$ cat src/rtl/fifo_pkg.sv
// Shared types and sizing for the 16x8 FIFO and its pop-side stream controller.
package fifo_pkg;

    localparam int W_DATA     = 8;
    localparam int SKID_DEPTH = 2;
    localparam int W_CNT      = 16;

    typedef logic [W_DATA-1:0] data_t;

    typedef enum logic {
        NO_POP = 1'b0,
        POP    = 1'b1
    } pop_e_t;

    typedef enum logic [1:0] {
        IDLE  = 2'd0,
        RUN   = 2'd1,
        DRAIN = 2'd2
    } pop_state_e_t;

endpackage

$ cat src/rtl/fifo_skid_buf.sv
// Circular skid buffer with occupancy count; absorbs read data already in flight
// from the FIFO when the downstream consumer stalls.
module fifo_skid_buf
    import fifo_pkg::*;
#(
    parameter int DEPTH = SKID_DEPTH,
    parameter int W     = W_DATA
) (
    input  logic                           clk,
    input  logic                           rst,
    input  logic                           wr_en,
    input  logic [W-1:0]                   wr_data,
    input  logic                           rd_en,
    output logic [W-1:0]                   rd_data,
    output logic [$clog2(DEPTH+1)-1:0]     occ
);

    localparam int PW = (DEPTH > 1) ? $clog2(DEPTH) : 1;
    localparam int OW = $clog2(DEPTH + 1);

    logic [W-1:0]  mem [DEPTH];
    logic [PW-1:0] wr_ptr;
    logic [PW-1:0] rd_ptr;
    logic [OW-1:0] occ_q;

    function automatic logic [PW-1:0] ptr_inc(input logic [PW-1:0] p);
        return (p == PW'(DEPTH - 1)) ? '0 : p + 1'b1;
    endfunction

    // NOTE: sequential state uses non-blocking assignments so every flop samples pre-edge values.
    always_ff @(posedge clk) begin
        if (rst) begin
            wr_ptr <= '0;
            rd_ptr <= '0;
            occ_q  <= '0;
        end else begin
            if (wr_en) wr_ptr <= ptr_inc(wr_ptr);
            if (rd_en) rd_ptr <= ptr_inc(rd_ptr);
            case ({wr_en, rd_en})
                2'b10:   occ_q <= occ_q + 1'b1;
                2'b01:   occ_q <= occ_q - 1'b1;
                default: occ_q <= occ_q;
            endcase
        end
    end

    // NOTE: storage is deliberately not reset; the head is gated to zero while empty instead.
    always_ff @(posedge clk) begin
        if (wr_en) mem[wr_ptr] <= wr_data;
    end

    assign rd_data = (occ_q != '0) ? mem[rd_ptr] : '0;
    assign occ     = occ_q;

    // The pop rule upstream reserves a slot for every in-flight read.
    a_no_overflow: assert property (@(posedge clk) disable iff (rst)
        !(wr_en && !rd_en && (occ_q == OW'(DEPTH))));
    a_no_underflow: assert property (@(posedge clk) disable iff (rst)
        !(rd_en && (occ_q == '0)));

endmodule

$ cat src/rtl/fifo_pop_stream.sv
// FIFO pop-side controller: issues pops, captures 1-cycle-latency read data into a
// skid buffer and presents it as a valid/ready stream with enable/drain and a beat counter.
module fifo_pop_stream
    import fifo_pkg::*;
#(
    parameter int W_DATA     = fifo_pkg::W_DATA,
    parameter int SKID_DEPTH = fifo_pkg::SKID_DEPTH,
    parameter int W_CNT      = fifo_pkg::W_CNT
) (
    input  logic              clk,
    input  logic              rst,
    input  logic              enb_i,
    input  logic              fifo_empty_i,
    output pop_e_t            fifo_pop_o,
    input  logic [W_DATA-1:0] fifo_rdata_i,
    output logic              m_valid_o,
    input  logic              m_ready_i,
    output logic [W_DATA-1:0] m_data_o,
    output logic              idle_o,
    output logic [W_CNT-1:0]  beats_o
);

    localparam int OW = $clog2(SKID_DEPTH + 1);

    pop_state_e_t  state;
    pop_state_e_t  state_nxt;
    logic          inflight;
    logic [OW-1:0] occ;
    logic          deq;
    logic [OW:0]   committed;
    logic [W_CNT-1:0] beats_q;

    assign m_valid_o = (occ != '0);
    assign deq       = m_valid_o && m_ready_i;
    assign idle_o    = (state == IDLE);
    assign beats_o   = beats_q;

    // Slots already spoken for once this cycle's beat leaves; one extra bit avoids overflow.
    assign committed = {1'b0, occ} + (OW+1)'(inflight) - (OW+1)'(deq);

    // NOTE: every combinational output gets a default first so no latch is inferred.
    always_comb begin
        fifo_pop_o = NO_POP;
        if ((state == RUN) && enb_i && !fifo_empty_i &&
            (committed < (OW+1)'(SKID_DEPTH)))
            fifo_pop_o = POP;
    end

    always_ff @(posedge clk) begin
        if (rst) inflight <= 1'b0;
        else     inflight <= (fifo_pop_o == POP);
    end

    always_ff @(posedge clk) begin
        if (rst) state <= IDLE;
        else     state <= state_nxt;
    end

    always_comb begin
        state_nxt = state;
        case (state)
            IDLE:    if (enb_i) state_nxt = RUN;
            RUN:     if (!enb_i) state_nxt = DRAIN;
            DRAIN: begin
                if (enb_i)
                    state_nxt = RUN;
                else if ((occ == '0) && !inflight)
                    state_nxt = IDLE;
            end
            default: state_nxt = IDLE;
        endcase
    end

    always_ff @(posedge clk) begin
        if (rst)      beats_q <= '0;
        else if (deq) beats_q <= beats_q + 1'b1;
    end

    fifo_skid_buf #(
        .DEPTH (SKID_DEPTH),
        .W     (W_DATA)
    ) u_skid (
        .clk     (clk),
        .rst     (rst),
        .wr_en   (inflight),
        .wr_data (fifo_rdata_i),
        .rd_en   (deq),
        .rd_data (m_data_o),
        .occ     (occ)
    );

endmodule

$ cat config.mk
export PLATFORM = sky130hd
export DESIGN_NAME = fifo_pop_stream
export DESIGN_NICKNAME = d
export VERILOG_FILES = /design/src/rtl/fifo_pkg.sv /design/src/rtl/fifo_skid_buf.sv /design/src/rtl/fifo_pop_stream.sv
export SDC_FILE = /design/constraint.sdc
export NUM_CORES = 1
export LEC_CHECK = 0
export ABC_AREA = 1
export CAP_MARGIN = 15
export CORE_UTILIZATION = 49
export CTS_BUF_LIST = sky130_fd_sc_hd__clkbuf_8
export DETAILED_ROUTE_END_ITERATION = 8
export HOLD_SLACK_MARGIN = 0.1
export PLACE_DENSITY = 0.78
export SKIP_CTS_REPAIR_TIMING = 1
export SLEW_MARGIN = 5
export SYNTH_ARGS = -nofsm -noshare
export SYNTH_HDL_FRONTEND = slang
export SYNTH_SLANG_ARGS = --single-unit
$ cat constraint.sdc
create_clock -name clk -period 2.4 [get_ports clk]
set_clock_uncertainty 0.15 [all_clocks]
set_input_delay 0.24 -clock clk [delete_from_list [all_inputs] [get_ports clk]]
set_output_delay 0.24 -clock clk [all_outputs]
set_load 0.01 [all_outputs]
==> results_dict.tcl <==
set metrics [dict create \
    maxSlewHeadroom_pct 53.7 \
    fmax_ghz 0.436 \
    area_delta_synth_final_pct 34.7 \
    route.detailed.drc 0 \
    dieWidth_um 63.0 \
    power_density_mw_per_mm2 777 \
    slowest_delay_ns 0.51 \
    die_h_um 63.0 \
    routed_wl_um 3550 \
    syn_inst 212 \
    synth_fp_nets 227 \
    status "finished clean" \
    cp.required_ns 2.01 \
    grt_pass1_wl_um 6210 \
    ys_types 22 \
    setup_viol 0 \
    clock_sinks 40 \
    dr.pass1.iters 5 \
    htreeDepth 2 \
    grt_max_degree 17 \
    end_kind "primary output" \
    cp_max_fo 2 \
    drv_slew 0 \
    post-dp-hpwl_um 2530 \
    synth-main-ff-cell "dfxtp_1" \
    power.static_leakage_uw 0.000976 \
    start_util_pct 53.0 \
    crit_path_start_kind "register" \
    grt_util_all_layers_pct 19.9 \
    cp_common_cell "nand2_2" \
    cts_root_buf "clkbuf_8" \
    hp-class "in -> reg" \
    gp_routability_congestion 0.764 \
    yosysWarnings 0 \
    synthTopCellsByArea "dfxtp_1 (26%), edfxtp_1 (26%), nand2_1 (12%), a21oi_1 (5.5%), inv_1 (4.9%)" \
    synth_edf_count 16 \
    via_per_inst 4.85 \
    cts.reportedPaths.clkPinSlew_ns 0.08 \
    peakVddDrop_mv 0.419 \
    final_cell_mix "nand2_1 (54), clkdlybuf4s50_1 (37), nor2_1 (24)" \
    avgSynthCellArea_sq_um 8.60 \
    fin_util_pct 71.4 \
    fin_cells 312 \
    io_buffers 39 \
    fillers 273 \
    totalPowerFinal_uw 1910 \
    wl_per_cell_um 11.4 \
    path_class "reg -> out" \
    whs_ns 0.308 \
    dr.first_iter.drc_count 42 \
    yosysTopAreaCellShare_pct 26.4 \
    dp_cells 304 \
    core_area_sq_mm 0.00344 \
    drive_above_1_share_pct 13.2 \
    cp_top_family "adder cells" \
    clock_latency_ns 0.28 \
    yosys_register_bits 40 \
    vias 1512 \
    fin_crit_ns 2.29 \
    cts_tree "built" \
    io_pins 40 \
    worst_pin_slew_ns 0.692 \
    cts_made_buffers 5 \
    nets 280 \
    synth_async_sr_flop_share_pct 0 \
    seqCellArea_sq_um 963 \
    final_common_cell "nand2_1" \
    dp_slack_ns -0.420 \
    seq_area_frac_synth_pct 52.7 \
    drtAntennaViolNets 0 \
    fin_crit_sh_pct 95.6 \
    synth_top_area_cell "dfxtp_1" \
    multi_input_area_sq_um 767 \
    die_area_sq_mm 0.00397 \
    grt_setup_unrepaired "false" \
    synth_area_sq_mm 0.00182 \
    overflow 0 \
    crit_chain "nor2_4 -> nor2_8 -> nand2_2 -> buf_4 -> inv_1 -> fa_1 -> nand2_2 -> nor3_2 -> buf_2" \
    fin_ws_ns 0.106 \
    path_buf_inv 3 \
    clockBufferDepth 2 \
    critPathArrivalTime_ns 1.90 \
    slowest_stage "fa_1" \
    row_count 21 \
    antenna_found_initial 0 \
    final_hold_viol_count 0 \
    maxCapViolCount 0 \
    n_antenna_cell 0 \
    grt_pass1_vias 1431 \
]
[power by group]
part	internal [uW]	switching, uW
Clock	313	234
Combinational	274	295
Sequential	748	43.9
[state kept, by name, indices dropped and copies added (netlist names), named ones only]
name and cells:
u_skid.wr_ptr 1, u_skid.occ 2, beats_o 16, u_skid.rd_ptr 1, state 2, inflight 1, u_skid.mem 16
[through the flow]
stage	cell area [sq um]	setup TNS, ns
floorplan	1820	0
global placement	2330	-0.371
detailed placement	2330	-0.420
CTS	2450	-0.420
global route	2460	0
finish	2460	0
[routing by layer]
layer  up-vias  share of wire (%)  GRT usage, %
li1        797                  -             -
met1       674                 45          25.0
met2        36                 50          33.7
met3         5                3.9          3.47
met4         0                1.2          7.85
met5         -                  0             0
[worst register-to-register path, cell delays in order (launching register included)]
cell and delay [ns]:
dfxtp_2 0.34, nor2_4 0.17, nor2_8 0.04, nand2_2 0.05, buf_4 0.09, inv_1 0.04
fa_1 0.51, nand2_2 0.06, buf_4 0.13, nor4_1 0.21
[final timing paths]
path | to | cells past startpoint | start | slack, ns
max | fifo_pop_o | 9 | u_skid.occ[1] | 0.11
min | beats_o[0] | 4 | m_ready_i | 0.31
max reg2reg | inflight | 9 | u_skid.occ[1] | 0.52
min reg2reg | u_skid.rd_ptr | 1 | u_skid.rd_ptr | 0.31
[cell usage after synthesis (4+ instances only)]
cell and number:
a21oi_1 20, dfxtp_1 24, edfxtp_1 16, inv_1 24, nand2_1 56, nand3_1 11, nor2_1 24, nor2_4 4
nor3_1 5, o21ai_0 10
[area by class of cell]
| type | count | area share [%] |
|---|---|---|
| Clock inverter | 3 | 1.88 |
| Multi-Input combinational cell | 145 | 31.2 |
| Clock buffer | 5 | 2.80 |
| Sequential cell | 40 | 39.2 |
| Inverter | 24 | 3.67 |
| Tap cell | 46 | 2.34 |
| Timing Repair Buffer | 49 | 18.8 |
[logic make-up after synthesis]
kind of cell | after synthesis | synth area share [%]
AOI/OAI and AO/OA | 31 | 8.65
and+or+nand+nor | 110 | 30.1
DFF | 40 | 52.7
xor gates and xnor gates | 2 | 0.961
buffers and inverters | 27 | 5.77
adders and majority gates | 2 | 1.78
(Power assumes the default switching activity.)
